**src/rtl/dcache_direct_pkg.sv**
```systemverilog
// Shared types and geometry for the direct-mapped data cache.
package dcache_direct_pkg;

    localparam int unsigned TAG_W      = 3;
    localparam int unsigned INDEX_W    = 3;
    localparam int unsigned OFFSET_W   = 2;
    localparam int unsigned BLOCK_W    = 32;
    localparam int unsigned NUM_BLOCKS = 8;

    typedef enum logic [1:0] {
        StIdle      = 2'd0,
        StWriteback = 2'd1,
        StAllocate  = 2'd2,
        StUpdate    = 2'd3
    } state_e;

    function automatic logic [7:0] sel_byte(input logic [BLOCK_W-1:0] blk,
                                            input logic [OFFSET_W-1:0] off);
        return blk[{off, 3'b000} +: 8];
    endfunction

endpackage

```
**src/rtl/dcache_direct_if.sv**
```systemverilog
// CPU-side and memory-side signals of the data cache; master is the CPU/memory environment.
interface dcache_direct_if;
    import dcache_direct_pkg::*;

    logic                         read;
    logic                         write;
    logic [7:0]                   address;
    logic [7:0]                   writedata;
    logic [7:0]                   readdata;
    logic                         busywait;
    logic                         mem_read;
    logic                         mem_write;
    logic [TAG_W+INDEX_W-1:0]     mem_address;
    logic [BLOCK_W-1:0]           mem_writedata;
    logic [BLOCK_W-1:0]           mem_readdata;
    logic                         mem_busywait;

    modport master (
        output read, write, address, writedata, mem_readdata, mem_busywait,
        input  readdata, busywait, mem_read, mem_write, mem_address, mem_writedata
    );

    modport slave (
        input  read, write, address, writedata, mem_readdata, mem_busywait,
        output readdata, busywait, mem_read, mem_write, mem_address, mem_writedata
    );

endinterface

```
**src/rtl/dcache_direct_ctrl.sv**
```systemverilog
// Miss-handling FSM: writeback of a dirty victim, block fetch, then array update.
module dcache_direct_ctrl
    import dcache_direct_pkg::*;
(
    input  logic   clk,
    input  logic   rst,
    input  logic   hit,
    input  logic   dirty,
    input  logic   request,
    input  logic   mem_busywait,
    output state_e state,
    output logic   mem_read,
    output logic   mem_write,
    output logic   busywait
);

    always_ff @(posedge clk) begin
        if (rst) begin
            state     <= StIdle;
            mem_read  <= 1'b0;
            mem_write <= 1'b0;
        end else begin
            unique case (state)
                StIdle: begin
                    if (request && !hit) begin
                        if (dirty) begin
                            state     <= StWriteback;
                            mem_write <= 1'b1;
                        end else begin
                            state     <= StAllocate;
                            mem_read  <= 1'b1;
                        end
                    end
                end
                StWriteback: begin
                    if (!mem_busywait) begin
                        state     <= StAllocate;
                        mem_write <= 1'b0;
                        mem_read  <= 1'b1;
                    end
                end
                StAllocate: begin
                    if (!mem_busywait) begin
                        state    <= StUpdate;
                        mem_read <= 1'b0;
                    end
                end
                StUpdate: state <= StIdle;
                default:  state <= StIdle;
            endcase
        end
    end

    // A miss stalls in the very cycle it is detected, before the FSM leaves idle.
    assign busywait = (state != StIdle) || (request && !hit);

endmodule

```
**src/rtl/dcache_direct.sv**
```systemverilog
// Direct-mapped write-back, write-allocate data cache: 8 blocks of 4 bytes.
module dcache_direct
    import dcache_direct_pkg::*;
(
    input logic            CLK,
    input logic            RESET,
    dcache_direct_if.slave bus
);

    logic [BLOCK_W-1:0]  data_q [NUM_BLOCKS];
    logic [TAG_W-1:0]    tag_q  [NUM_BLOCKS];
    logic [NUM_BLOCKS-1:0] valid_q;
    logic [NUM_BLOCKS-1:0] dirty_q;
    logic [7:0]          readdata_q;

    logic [TAG_W-1:0]    tag;
    logic [INDEX_W-1:0]  index;
    logic [OFFSET_W-1:0] offset;
    logic                hit;
    logic                request;
    logic                wr_hit;
    logic                rd_hit;
    logic [7:0]          cur_byte;
    state_e              state;

    assign tag      = bus.address[7:5];
    assign index    = bus.address[4:2];
    assign offset   = bus.address[1:0];
    assign hit      = valid_q[index] && (tag_q[index] == tag);
    assign request  = bus.read || bus.write;
    assign wr_hit   = (state == StIdle) && bus.write && hit;
    assign rd_hit   = (state == StIdle) && bus.read && !bus.write && hit;
    assign cur_byte = sel_byte(data_q[index], offset);

    dcache_direct_ctrl u_ctrl (
        .clk          (CLK),
        .rst          (RESET),
        .hit          (hit),
        .dirty        (dirty_q[index]),
        .request      (request),
        .mem_busywait (bus.mem_busywait),
        .state        (state),
        .mem_read     (bus.mem_read),
        .mem_write    (bus.mem_write),
        .busywait     (bus.busywait)
    );

    always_ff @(posedge CLK) begin
        if (RESET) begin
            valid_q    <= '0;
            dirty_q    <= '0;
            readdata_q <= '0;
        end else begin
            if (wr_hit) begin
                dirty_q[index] <= 1'b1;
            end else if (state == StUpdate) begin
                valid_q[index] <= 1'b1;
                dirty_q[index] <= 1'b0;
            end
            if (rd_hit) begin
                readdata_q <= cur_byte;
            end
        end
    end

    // Data and tags are left untouched by reset; only valid/dirty gate their use.
    always_ff @(posedge CLK) begin
        if (wr_hit) begin
            data_q[index][{offset, 3'b000} +: 8] <= bus.writedata;
        end else if (state == StUpdate) begin
            data_q[index] <= bus.mem_readdata;
            tag_q[index]  <= tag;
        end
    end

    assign bus.readdata      = RESET ? 8'h00 : (rd_hit ? cur_byte : readdata_q);
    assign bus.mem_address   = (state == StWriteback) ? {tag_q[index], index} : {tag, index};
    assign bus.mem_writedata = data_q[index];

endmodule

```
**src/flat_wrapper.sv**
```systemverilog
// flat-port wrapper written by rule: the top's interface ports become plain ports
module dcache_direct_flat import dcache_direct_pkg::*;
  (CLK, RESET, bus_read, bus_write, bus_address, bus_writedata, bus_mem_readdata, bus_mem_busywait, bus_readdata, bus_busywait, bus_mem_read, bus_mem_write, bus_mem_address, bus_mem_writedata);
  dcache_direct_if bus_i ();
  input logic CLK;
  input logic RESET;
  input wire logic [$bits(bus_i.read)-1:0] bus_read;
  input wire logic [$bits(bus_i.write)-1:0] bus_write;
  input wire logic [$bits(bus_i.address)-1:0] bus_address;
  input wire logic [$bits(bus_i.writedata)-1:0] bus_writedata;
  input wire logic [$bits(bus_i.mem_readdata)-1:0] bus_mem_readdata;
  input wire logic [$bits(bus_i.mem_busywait)-1:0] bus_mem_busywait;
  output wire logic [$bits(bus_i.readdata)-1:0] bus_readdata;
  output wire logic [$bits(bus_i.busywait)-1:0] bus_busywait;
  output wire logic [$bits(bus_i.mem_read)-1:0] bus_mem_read;
  output wire logic [$bits(bus_i.mem_write)-1:0] bus_mem_write;
  output wire logic [$bits(bus_i.mem_address)-1:0] bus_mem_address;
  output wire logic [$bits(bus_i.mem_writedata)-1:0] bus_mem_writedata;
  assign bus_i.read = bus_read;
  assign bus_i.write = bus_write;
  assign bus_i.address = bus_address;
  assign bus_i.writedata = bus_writedata;
  assign bus_i.mem_readdata = bus_mem_readdata;
  assign bus_i.mem_busywait = bus_mem_busywait;
  assign bus_readdata = bus_i.readdata;
  assign bus_busywait = bus_i.busywait;
  assign bus_mem_read = bus_i.mem_read;
  assign bus_mem_write = bus_i.mem_write;
  assign bus_mem_address = bus_i.mem_address;
  assign bus_mem_writedata = bus_i.mem_writedata;
  dcache_direct u_core (.CLK(CLK), .RESET(RESET), .bus(bus_i));
endmodule
```
**config.mk**
```make
export PLATFORM = sky130hd
export DESIGN_NAME = dcache_direct_flat
export DESIGN_NICKNAME = d
export VERILOG_FILES = /design/src/rtl/dcache_direct_pkg.sv /design/src/rtl/dcache_direct_if.sv /design/src/rtl/dcache_direct_ctrl.sv /design/src/rtl/dcache_direct.sv /design/src/flat_wrapper.sv
export SDC_FILE = /design/constraint.sdc
export NUM_CORES = 1
export LEC_CHECK = 0
export BUFFER_PORTS_ARGS = -buffer_cell sky130_fd_sc_hd__buf_2
export CAP_MARGIN = 20
export CORE_MARGIN = 5
export CORE_UTILIZATION = 45
export CTS_CLUSTER_DIAMETER = 120
export CTS_CLUSTER_SIZE = 25
export DETAILED_ROUTE_END_ITERATION = 6
export PLACE_DENSITY = 0.61
export SLEW_MARGIN = 15
export SYNTH_ARGS = -nofsm -noshare
export SYNTH_HDL_FRONTEND = slang
export SYNTH_SLANG_ARGS = --single-unit
```
**constraint.sdc**
```tcl
create_clock -name CLK -period 3.6 [get_ports CLK]
set_input_delay 0 -clock CLK [delete_from_list [all_inputs] [get_ports CLK]]
set_output_delay 0 -clock CLK [all_outputs]
set_load 0.05 [all_outputs]
```
; ---- Yosys cells after proc, flatten, opt, wreduce, memory -nomap -nowiden
; Memory sizes are Yosys's and may differ from the RTL's.
; Index checks and enable logic that the tools add are counted.
[op_classes]
addsub = 1
mul = 0
div_mod_pow = 0
magnitude_cmp = 2
n_eq_ne = 9
shift = 3
n_mux = 61
bitwise_logic = 37
n_reduce_logical = 21
[ops]
columns = op, n
row1 = $mux W1, 45
row2 = $mux W32, 1
row3 = $mux W8, 4
row4 = $or A1 B1 Y1, 32
row5 = $shift A8 B7 Y32 const A, 1
row6 = $shiftx A32 B6 Y8, 1
row7 = $shiftx A8 B7 Y32, 1
row8 = $or A8 B8 Y8, 2
row9 = $ne A2 B2 Y1 const B, 5
row10 = $and A8 B8 Y8, 1
row11 = $logic_and A1 B1 Y1, 8
row12 = $mux W2, 4
row13 = $not A8 Y8, 1
row14 = $pmux W2 S4, 1
row15 = $neg A5 Y7, 1
row16 = $bmux W1 S3, 2
row17 = $mux W6, 1
row18 = $reduce_bool A2 Y1, 3
row19 = $reduce_and A5 Y1, 1
row20 = $eq A2 B2 Y1 const B, 2
row21 = $lt A3 B4 Y1 const B, 1
row22 = $reduce_and A4 Y1, 1
row23 = $demux W1 S3, 1
row24 = $eq A3 B3 Y1, 1
row25 = 11 further kinds, 13
[totals]
reg_bits = 28
latch_bits = 0
ramBits = 280
rom_bits = 0
in_bits = 53
output_inout_bits = 49
word_cells = 142
memories = 2
[memory_table]
columns = name, words, word_bits, rd, rd_clocked_by_memory_dff, write_ports, line
row1 = u_core.data_q, 8, 32, 1, 0, 1, dcache_direct.sv:10  ; logic [BLOCK_W-1:0] data_q [NUM_BLOCKS];
row2 = u_core.tag_q, 8, 3, 1, 0, 1, dcache_direct.sv:11  ; logic [TAG_W-1:0] tag_q [NUM_BLOCKS];

; ---- Depth between registers and ports, before layout
; Gate-level depths: netlist of the first run.
[logic_depth]
ltp_word = 8
mapped_depth = 13
ltp_nobuf = 8

; ---- By module
; A second synthesis of the first run with hierarchy kept.
[unflattened]
cells_unflattened = 870
area_unflattened_um2 = 13177.6
[modules_own_cells]
columns = module, instances, cells_each, area_per_inst_um2, seq_area_each_um2
row1 = dcache_direct, 1, 835, 12824.8, 8888.5
row2 = dcache_direct_ctrl, 1, 35, 352.8, 80.1

; ---- Least setup slack after synthesis of the first run
; No wires, ideal clock.
[synth_path]
kind = input port to flip-flop
start = in bus_address[3]
end = reg u_core.readdata_q[0]
setup_time_ps = 241
t_arrival_ps = 3449
required_time_ps = 3359
path_slack_ps = -90
cell_stages = 9
path_buffers = 3
path_cell_list = buf_2 > buf_4 > nor2_1 > buf_2 > a22oi_1 > o221ai_1 > nor2_1 > o311a_1 > nor3_1
[synth_between]
elab_cells_between_ends = 10
cone_classes = 1 x eq/ne / 1 x shift / 4 x mux / 2 x reduce/logical / 2 x memory
[synth_rtl]
columns = item, line
row1 = from (decl), flat_wrapper.sv:9  ; input wire logic [$bits(bus_i.address)-1:0] bus_address;
row2 = $mem_v2 Z8 W32, --
row3 = named net bus_mem_writedata[0], flat_wrapper.sv:18  ; output wire logic [$bits(bus_i.mem_writedata)-1:0] bus_mem_writedata;
row4 = $shiftx A32 B6 Y8, dcache_direct_pkg.sv:19  ; return blk[{off, 3'b000} +: 8];
row5 = $mux W8 (2 in series), --
row6 = named net bus_readdata[0], flat_wrapper.sv:13  ; output wire logic [$bits(bus_i.readdata)-1:0] bus_readdata;
row7 = to (signal assigned), dcache_direct.sv:61  ; readdata_q <= cur_byte;
row8 = to (decl), dcache_direct.sv:14  ; logic [7:0] readdata_q;
; The timed path passes the listed nets, and every way through them passes these cells. The select of a mux whose other input is x is not followed.
; A chain may end at the register's enable or synchronous reset.

; ---- Worst setup path in the final report of the first run
[layout_path]
start = in bus_address[2]
end = out bus_readdata[1]
[layout_between]
elab_chain_cells = 6
elab_cells_between_ends = 10
cone_classes = 1 x eq/ne / 1 x shift / 4 x mux / 2 x reduce/logical / 2 x memory
[layout_rtl]
columns = item, line
row1 = branches (longest 4 deep; another with $mem_v2 Z8 W32), --
row2 = $mux W8 (*) (2 in series), dcache_direct.sv:76  ; assign bus.readdata = RESET ? 8'h00 : (rd_hit ? cur_byte : readdata_q);
row3 = to (decl), flat_wrapper.sv:13
; Mark *: on every way between the ends. The select of a mux whose other input is x is not followed.

==> results of run 1 <==
[layout by cell type, fill, tap and decap left out, drive strengths merged, types with 10 or more instances in the layout]
cell / synthesis / layout
mux2i: 77 / 77
a21oi: 11 / 11
nand2: 92 / 92
o31ai: 10 / 10
mux4: 26 / 26
inv: 40 / 41
clkbuf: 13 / 27
dlygate4sd3: 0 / 10
mux2: 19 / 19
a22oi: 28 / 28
nor2: 81 / 81
o21ai: 15 / 15
edfxtp: 280 / 280
buf: 42 / 168
ha: 11 / 11
dfxtp: 28 / 28
o22ai: 10 / 10
a221oi: 20 / 20
[layout make-up]
type	instances	area (um^2)	area share, %
timing repair buffer	178	1110	7.42
clock buffer	27	463	3.09
multi-input combinational	496	3800	25.4
tap	384	480	3.20
sequential	308	8970	59.8
inverter	41	154	1.03
clock inverter	1	20.0	0.133
[how the worst max path moves through the flow]
stage                                          to  slack, ns  depth (start not counted)
floorplan            u_core.readdata_q[6]$_DFF_P_       0.01                         10
global placement                  bus_readdata[1]       0.49                         10
detailed placement                bus_readdata[1]       0.46                         10
CTS                 u_core.data_q[6][0]$_DFFE_PP_       0.44                          9
global route        u_core.data_q[2][0]$_DFFE_PP_       0.21                          9
finish                            bus_readdata[1]       0.42                         10
[power by group]
part	switching [W]	internal, W
Sequential	0.0000320	0.00406
Clock	0.00112	0.000906
Combinational	0.000899	0.000377
Total	0.00205	0.00535
[per-layer routing]
| metal | vias up | global-route usage (%) | wire (um) | share of wire (%) |
|---|---|---|---|---|
| met5 | - | 0 | 0 | 0 |
| li1 | 3703 | - | - | - |
| met2 | 370 | 34.4 | 16900 | 46 |
| met4 | 0 | 4.92 | 854 | 2.3 |
| met3 | 57 | 2.78 | 2830 | 7.7 |
| met1 | 4311 | 33.0 | 16400 | 44 |
[flip-flops by register name (all words and copies together), names as in the netlist, named ones only]
| register | count |
|---|---|
| u_core.data_q | 256 |
| u_core.u_ctrl.mem_read | 1 |
| u_core.tag_q | 24 |
| u_core.valid_q | 8 |
| u_core.u_ctrl.mem_write | 1 |
| u_core.readdata_q | 8 |
| u_core.u_ctrl.state | 2 |
[logic make-up (layout without fill, tap and decap cells)]
| logic type | count (synthesis) | count (layout) | share of synthesized area (%) |
|---|---|---|---|
| AOI/OAI and AO/OA | 147 | 147 | 8.59 |
| xor gates and xnor gates | 2 | 2 | 0.132 |
| adders and majority gates | 11 | 11 | 1.04 |
| buffers and inverters | 96 | 247 | 3.67 |
| DFF | 308 | 308 | 67.7 |
| muxes | 122 | 122 | 11.9 |
| and+or+nand+nor | 214 | 214 | 7.00 |
[stage by stage]
step / setup WS [ns] / util, %
6_report: 0.419 / 52.0
5_1_grt: 0.212 / 52.0
4_1_cts: 0.440 / 52.0
3_5_place_dp: 0.456 / 50.0
3_3_place_gp: 0.491 / 50.0
2_1_floorplan: 0.0149 / -
[worst max-delay path: cells and delay by family]
family	cells	cell delay, ns
compound gates	3	0.74
simple gates	1	0.09
mux	1	0.54
buf+inv	5	1.77
==> out/results.tsv, run 1 <==
metric	value	unit
Worst-path clk slew	0.09	ns
drt wl/cell	25.7	um
final layout net count	1105	
pwr dens	493	nW/um^2
r2r setup slk	0.43	ns
Worst Path Arrival	3.18	ns
DRT Pass-1 Iters	5	
die area	33000	um^2
HP Start	bus_mem_readdata[7]	
CP endpoint kind	output pin	
CP Launch Point	bus_address[2]	
Clock Path Buffers	3	
routed via count	8441	
Post-Syn Area	13200	um^2
Worst Hold Path Cells	3	
library cells used by synthesis	65	
Cells after Synth	900	
top-count cell post-synth	edfxtp_1	
DRT antenna net count	0	
Core Region	28900	um^2
CP most frequent cell	buf_4	
Max Cap Viol	0	
# setup viols final	0	
setup repair bufs after CTS	0	
final setup TNS	0	ns
Worst Path Required	3.60	ns
vias per cell	5.88	
Post-synth top cells	280 x edfxtp_1, 92 x nand2_1, 80 x nor2_1	
I/O pins	102	
Endpoint, Worst Hold	u_core.data_q[2][7]$_DFFE_PP_	
# DRC	0	
CP Cell Sequence	buf_4 > buf_4 > inv_1 > buf_4 > a221o_1 > nand2_1 > o221ai_1 > mux4_2 > o211a_1 > buf_2	
detailed placement HPWL	25500	um
Die Ht	182	um
Synth Register Bits	308	
Placed Cells	1397	
Port Buf Inserts	101	
antenna fix cells	0	
Fin Clk Skew	0.0197	ns
Area growth syn-to-layout	13.3	%
Routed WL	36900	um
Fillers	2485	
routability cong.	0.903	
Warnings, synthesis	0	
Worst-Skew Late Latency	0.51	ns
1st-iter DRT viols	868	
RSZ-0062 raised after global routing	no	
Async S/R FF share, synth	0	%
Slew headroom	36.7	%
capture point of the worst reg-to-reg path	u_core.data_q[0][0]$_DFFE_PP_	
Post-CTS Hold Fix Bufs	10	
Leakage	5.64	nW
CTS buffer count	16	
DP Area	14400	um^2
Resized cells post-CTS	0	
Final Non-Filler Cells	1435	
H-tree levels	1	
Tmin final	3.18	ns
Overall Power	0.00740	W
run status	finished, violations left	
Root Driver	clkbuf_16	
Avg Inst Size Synth	14.7	um^2
Total GRT Usage	21.9	%
Slew @ Worst Pin	0.949	ns
initial antenna violation count	0	
Synth Flop Type	edfxtp_1	
Mapped Nets	964	
critical path's slowest cell	mux4_2	
first-pass GRT wire length	54200	um
cell taking the most area after synthesis	edfxtp_1	
GRT overflow	0	
slowest stage delay, CP	0.54	ns
Synth area leaders	edfxtp_1 63%, mux2i_1 5.8%, mux4_2 4.4%	
Post-synth EDFFs	280	
register area share after synthesis	67.7	%
failing checks	hold timing	
CTS tree	done	
crit path max fanout	26	
Die W	182	um
pins over their slew limit	0	
CTS sink count	308	
endpoints failing hold	3	
smallest hold slack	-0.000259	ns
kind of start point of the critical path	input port	
placement row count	62	
fraction of layout cells with a size suffix above 1	23.3	%
Initial Util	45.9	%
Synth top area share	63.5	%
Fmax	314	MHz
type of the tightest min-delay check	input port to flip-flop	
number of global-route vias before repair	8219	
crit share post-route	88.3	%
Peak VDD IR	486	uV
largest net degree at the start of global routing	36	
Reg2Reg Launch Point	u_core.u_ctrl.state[0]$_SDFFE_PP0P_	
reg2reg path depth	9	
fin area	15000	um^2
crit path kind	input port to output pin	
No activity file was read; power rests on OpenSTA's default activity.
==> inputs of run 2 (changes only) <==
Clock period 3.6 ns to 3.4 ns, I/O delays scaled along.
==> run 2 against run 1 <==
Against the previous run: the run now ends clean; largest power group unchanged; combinational power grew 7%; final area grew 0.22%; worst hold slack gained 0.013 ns; count of clock-buffer cells in the layout is the same; final cell count grew 0.14%; register-to-register slack lost 0.06 ns; via count shrank 2.4%; die area is the same; non-clock buffer count grew 2.
==> out/results.tsv, run 2 (same netlist as run 1, synthesis figures left out) <==
metric	value	unit	change
drt wl/cell	25.3	um	was 25.7 um
Worst-Skew Late Latency	0.50	ns	was 0.51 ns
Endpoint, Worst Hold	u_core.data_q[3][24]$_DFFE_PP_		was u_core.data_q[2][7]$_DFFE_PP_
Comb pwr share	17.5	%	was 17.2%
DRT Pass-1 Iters	5		unchanged
Leakage	5.67	nW	was 5.64 nW
crit path kind	input port to output pin		unchanged
GRT met1 Usage	31.4	%	was 33.0%
CP endpoint kind	output pin		unchanged
global route hottest layer	met2		unchanged
routability cong.	0.904		was 0.903
Fin Clk Skew	0.0205	ns	was 0.0197 ns
routed via count	8242		was 8441
Root Driver	clkbuf_16		unchanged
smallest hold slack	0.0127	ns	was -0.000259 ns
first-pass GRT wire length	52700	um	was 54200 um
Overall Power	0.00783	W	was 0.00740 W
Internal	0.00568	W	was 0.00535 W
Reg2Reg Launch Point	u_core.u_ctrl.state[0]$_SDFFE_PP0P_		unchanged
global-route met2 utilization	33.8	%	was 34.4%
# DRC	0		unchanged
Slew headroom	39.6	%	was 36.7%
Post-CTS Hold Fix Bufs	7		was 10
Worst-path clk slew	0.10	ns	was 0.09 ns
setup repair bufs after CTS	0		unchanged
GRT overflow	0		unchanged
die area	33000	um^2	unchanged
Fillers	2498		was 2485
most flop-heavy register	u_core.data_q		unchanged
endpoints failing hold	0		was 3
Net Sw Frac	27.5	%	was 27.7%
commonest cells after routing, fill and taps aside	280 x edfxtp_1, 99 x buf_2, 92 x nand2_1, 80 x nor2_1, 77 x mux2i_1		unchanged
Max Cap Viol	0		unchanged
Peak VDD IR	315	uV	was 486 uV
capture point of the worst reg-to-reg path	u_core.data_q[7][31]$_DFFE_PP_		was u_core.data_q[0][0]$_DFFE_PP_
number of global-route vias before repair	8021		was 8219
1st-iter DRT viols	977		was 868
kind of start point of the critical path	input port		unchanged
Resized cells post-CTS	0		unchanged
Placed Cells	1402		was 1397
pwr dens	521	nW/um^2	was 493 nW/um^2
DRT antenna net count	0		unchanged
HP Start	bus_mem_readdata[24]		was bus_mem_readdata[7]
crit path max fanout	23		was 26
biggest regs	u_core.data_q (256), u_core.tag_q (24)		unchanged
Initial Util	45.9	%	unchanged
max reg flops	256		unchanged
RSZ-0062 raised after global routing	no		unchanged
Tmin final	3.05	ns	
clock network power share	27.1	%	was 27.4%
# setup viols final	0		unchanged
P_sw	0.00215	W	was 0.00205 W
Total GRT Usage	21.5	%	was 21.9%
H-tree levels	1		unchanged
Fmax	328	MHz	
I/O pins	102		unchanged
final worst slack	0.354	ns	was 0.419 ns
Placement Setup Slack	0.395	ns	was 0.456 ns
Port Buf Inserts	101		unchanged
Final Non-Filler Cells	1437		was 1435
final setup TNS	0	ns	unchanged
CTS tree	done		unchanged
crit share post-route	89.6	%	
most common cell after layout, fill and taps aside	edfxtp_1		unchanged
type of the tightest min-delay check	input port to flip-flop		unchanged
antenna fix cells	0		unchanged
CTS buffer count	16		unchanged
Routed WL	36300	um	was 36900 um
r2r setup slk	0.37	ns	was 0.43 ns
Worst Hold Path Cells	3		unchanged
Reg power frac	55.4	%	about the same
Worst Path Required	3.40	ns	was 3.60 ns
reg2reg path depth	9		unchanged
pins over their slew limit	0		unchanged
run status	complete, no violations		was finished, violations left
vias per cell	5.74		was 5.88
CP Launch Point	bus_address[2]		unchanged
Clock Path Buffers	3		unchanged
fraction of layout cells with a size suffix above 1	23.7	%	was 23.3%
initial antenna violation count	1		was 0
final layout net count	1107		was 1105
Area growth syn-to-layout	13.5	%	was 13.3%
Worst Path Arrival	3.05	ns	was 3.18 ns
detailed placement HPWL	24800	um	was 25500 um
Die W	182	um	unchanged
placement row count	62		unchanged
Core Region	28900	um^2	unchanged
largest net degree at the start of global routing	55		was 36
Slew @ Worst Pin	0.898	ns	was 0.949 ns
Die Ht	182	um	unchanged
CTS sink count	308		unchanged
met3 Resource Use GR	3.86	%	was 2.78%
==> run 2: critical path, stage by stage <==
cell and delay [ns]:
buf_4 0.31, buf_4 0.32, nor2b_1 0.59, buf_4 0.32
a22oi_1 0.10, o221ai_1 0.52, mux4_2 0.39, mux2i_1 0.07
nor2_1 0.11, buf_2 0.29
==> run 2: per-stage QoR <==
stage | utilization (%) | area [um^2]
2_1_floorplan | - | 13300
3_3_place_gp | 50.2 | 14500
4_1_cts | 52.1 | 15000
5_1_grt | 52.1 | 15000
6_report | 52.1 | 15000
3_5_place_dp | 50.2 | 14500
==> run 2: worst max-delay path by stage <==
stage | cells past startpoint | slack (ns) | to
4_1_cts | 10 | 0.41 | bus_readdata[6]
2_1_floorplan | 9 | -0.13 | u_core.readdata_q[2]$_DFF_P_
6_report | 10 | 0.35 | bus_readdata[5]
3_5_place_dp | 10 | 0.39 | u_core.data_q[2][10]$_DFFE_PP_
5_1_grt | 9 | 0.11 | u_core.data_q[7][31]$_DFFE_PP_
3_3_place_gp | 11 | 0.41 | bus_readdata[0]
==> run 2: area by class of cell <==
class	instances	area, um^2	share of cell area, %
Clock buffer	27	463	3.08
Clock inverter	1	20.0	0.133
Inverter	41	154	1.02
Multi-Input combinational cell	496	3800	25.3
Sequential cell	308	8970	59.6
Tap cell	384	480	3.20
Timing Repair Buffer	180	1150	7.62
==> run 2: power by group through the flow <==
stage / clock (W) / combinational (W) / sequential, W
6_report: 0.00212 / 0.00137 / 0.00434
5_1_grt: 0.00230 / 0.00147 / 0.00435
4_1_cts: 0.00215 / 0.00137 / 0.00434
3_5_place_dp: 0 / 0.00136 / 0.00443
3_3_place_gp: 0 / 0.00135 / 0.00442
2_1_floorplan: 0 / 0.000895 / 0.00446
==> run 2: routing by layer <==
metal	part of all wire [%]	routed length, um
met2	47	16900
met1	43	15800
met3	7.4	2680
met5	0.055	20
met4	2.4	868
==> inputs of run 3 (changes only) <==
Settings changed: MAX_ROUTING_LAYER set to met4.
==> run 3 against run 2 <==
Against the previous run: first-iteration DRC count shrank 9.9%; maximum frequency grew 0.28%; non-clock buffer count stayed put; power hardly changed; largest power group unchanged.
==> out/results.tsv, run 3 (same netlist as run 1, synthesis figures left out) <==
metric	value	unit	change
CTS tree	done		unchanged
Core Region	28900	um^2	unchanged
Initial Util	45.9	%	unchanged
largest net degree at the start of global routing	55		unchanged
most flop-heavy register	u_core.data_q		unchanged
Peak VDD IR	316	uV	was 315 uV
DRT Pass-1 Iters	5		unchanged
Tmin final	3.04	ns	was 3.05 ns
Root Driver	clkbuf_16		unchanged
Endpoint, Worst Hold	u_core.data_q[3][24]$_DFFE_PP_		unchanged
r2r setup slk	0.37	ns	about the same
kind of start point of the critical path	input port		unchanged
type of the tightest min-delay check	input port to flip-flop		unchanged
1st-iter DRT viols	880		was 977
crit share post-route	89.3	%	was 89.6%
Total GRT Usage	22.1	%	was 21.5%
Port Buf Inserts	101		unchanged
crit path max fanout	23		unchanged
DRT antenna net count	0		unchanged
# DRC	0		unchanged
RSZ-0062 raised after global routing	no		unchanged
# setup viols final	0		unchanged
first-pass GRT wire length	52700	um	about the same
biggest regs	u_core.data_q (256), u_core.tag_q (24)		unchanged
Fin Clk Skew	0.0234	ns	was 0.0205 ns
vias per cell	5.77		was 5.74
fin area	15000	um^2	about the same
initial antenna violation count	1		unchanged
Worst-Skew Late Latency	0.50	ns	about the same
placement row count	62		unchanged
Reg2Reg Launch Point	u_core.u_ctrl.state[0]$_SDFFE_PP0P_		unchanged
crit path kind	input port to output pin		unchanged
endpoints failing hold	0		unchanged
detailed placement HPWL	24800	um	unchanged
CP endpoint kind	output pin		unchanged
Fmax	329	MHz	was 328 MHz
fraction of layout cells with a size suffix above 1	23.7	%	unchanged
final setup TNS	0	ns	unchanged
Worst-path clk slew	0.10	ns	about the same
CTS buffer count	16		unchanged
Clock Path Buffers	3		unchanged
final worst slack	0.363	ns	was 0.354 ns
final layout net count	1107		unchanged
Die Ht	182	um	unchanged
capture point of the worst reg-to-reg path	u_core.data_q[2][0]$_DFFE_PP_		was u_core.data_q[7][31]$_DFFE_PP_
Placement Setup Slack	0.395	ns	unchanged
Leakage	5.67	nW	about the same
drt wl/cell	25.2	um	was 25.3 um
routed via count	8302		was 8242
pwr dens	521	nW/um^2	about the same
reg2reg path depth	9		unchanged
CTS sink count	308		unchanged
Worst Path Arrival	3.04	ns	was 3.05 ns
number of global-route vias before repair	8043		was 8021
DP Area	14500	um^2	unchanged
HP Start	bus_mem_readdata[24]		unchanged
Area growth syn-to-layout	13.5	%	about the same
die area	33000	um^2	unchanged
max reg flops	256		unchanged
Worst Path Required	3.40	ns	about the same
H-tree levels	1		unchanged
GRT overflow	0		unchanged
Routed WL	36300	um	about the same
Slew @ Worst Pin	0.883	ns	was 0.898 ns
Resized cells post-CTS	0		unchanged
routability cong.	0.920		was 0.904
commonest cells after routing, fill and taps aside	280 x edfxtp_1, 99 x buf_2, 92 x nand2_1, 80 x nor2_1, 77 x mux2i_1		unchanged
Max Cap Viol	0		unchanged
run status	complete, no violations		unchanged
setup repair bufs after CTS	0		unchanged
Worst Hold Path Cells	3		unchanged
Die W	182	um	unchanged
Slew headroom	40.8	%	was 39.6%
pins over their slew limit	0		unchanged
most common cell after layout, fill and taps aside	edfxtp_1		unchanged
I/O pins	102		unchanged
[run 3: critical path, stage by stage]
cell      delay [ns]
buf_4           0.31
buf_4           0.32
nor2b_1         0.61
buf_4           0.31
a22oi_1         0.10
o221ai_1        0.50
mux4_2          0.39
mux2i_1         0.07
nor2_1          0.11
buf_2           0.28
[run 3: worst max-delay path by stage]
stage                                        start                             end  slack (ns)  cells past startpoint
2_1_floorplan                       bus_address[3]    u_core.readdata_q[2]$_DFF_P_       -0.13                      9
3_3_place_gp                        bus_address[3]                 bus_readdata[0]        0.41                     11
3_5_place_dp                        bus_address[3]  u_core.data_q[2][10]$_DFFE_PP_        0.39                     10
4_1_cts        u_core.u_ctrl.state[0]$_SDFFE_PP0P_                 bus_readdata[6]        0.41                     10
5_1_grt        u_core.u_ctrl.state[0]$_SDFFE_PP0P_  u_core.data_q[7][31]$_DFFE_PP_        0.11                      9
6_report                            bus_address[2]                 bus_readdata[5]        0.36                     10
[run 3: where the power goes]
group / internal, W / leakage [nW] / switching [W] / total (W)
sequential: 0.00430 / 2.87 / 0.0000345 / 0.00434
combinational: 0.000415 / 2.56 / 0.000954 / 0.00137
clock: 0.000959 / 0.231 / 0.00116 / 0.00212
[run 3: area by class of cell]
class	instances	area, um^2
fill	2499	13800
sequential	308	8970
multi-input combinational	496	3800
timing repair buffer	180	1150
tap	384	480
clock buffer	27	463
inverter	41	154
clock inverter	1	20.0
antenna	1	2.50
[run 3: timing repair]
item / 4_1_cts / 5_1_grt
hold buffers: 7 / 0
setup endpoints to repair: 0 / 0
endpoints found under the hold margin: 48 / 0
[run 3: metrics by stage]
step	power (W)	hold slack, ns	std cells	util [%]
after global routing	0.00811	0.0400	1438	52.1
after global placement	0.00577	0.353	1402	50.2
after detailed placement	0.00579	0.363	1402	50.2
after CTS	0.00786	0.00886	1437	52.1
after floorplan	0.00535	0.0989	900	-
final	0.00783	0.0118	1438	52.1
[run 3: layer usage]
metal,up-vias,part of all wire (%),global-route usage [%]
li1,3721,-,-
met1,4163,43,31.3
met2,370,46,33.8
met3,48,7.9,3.74
met4,0,2.5,5.07
met5,-,0,-
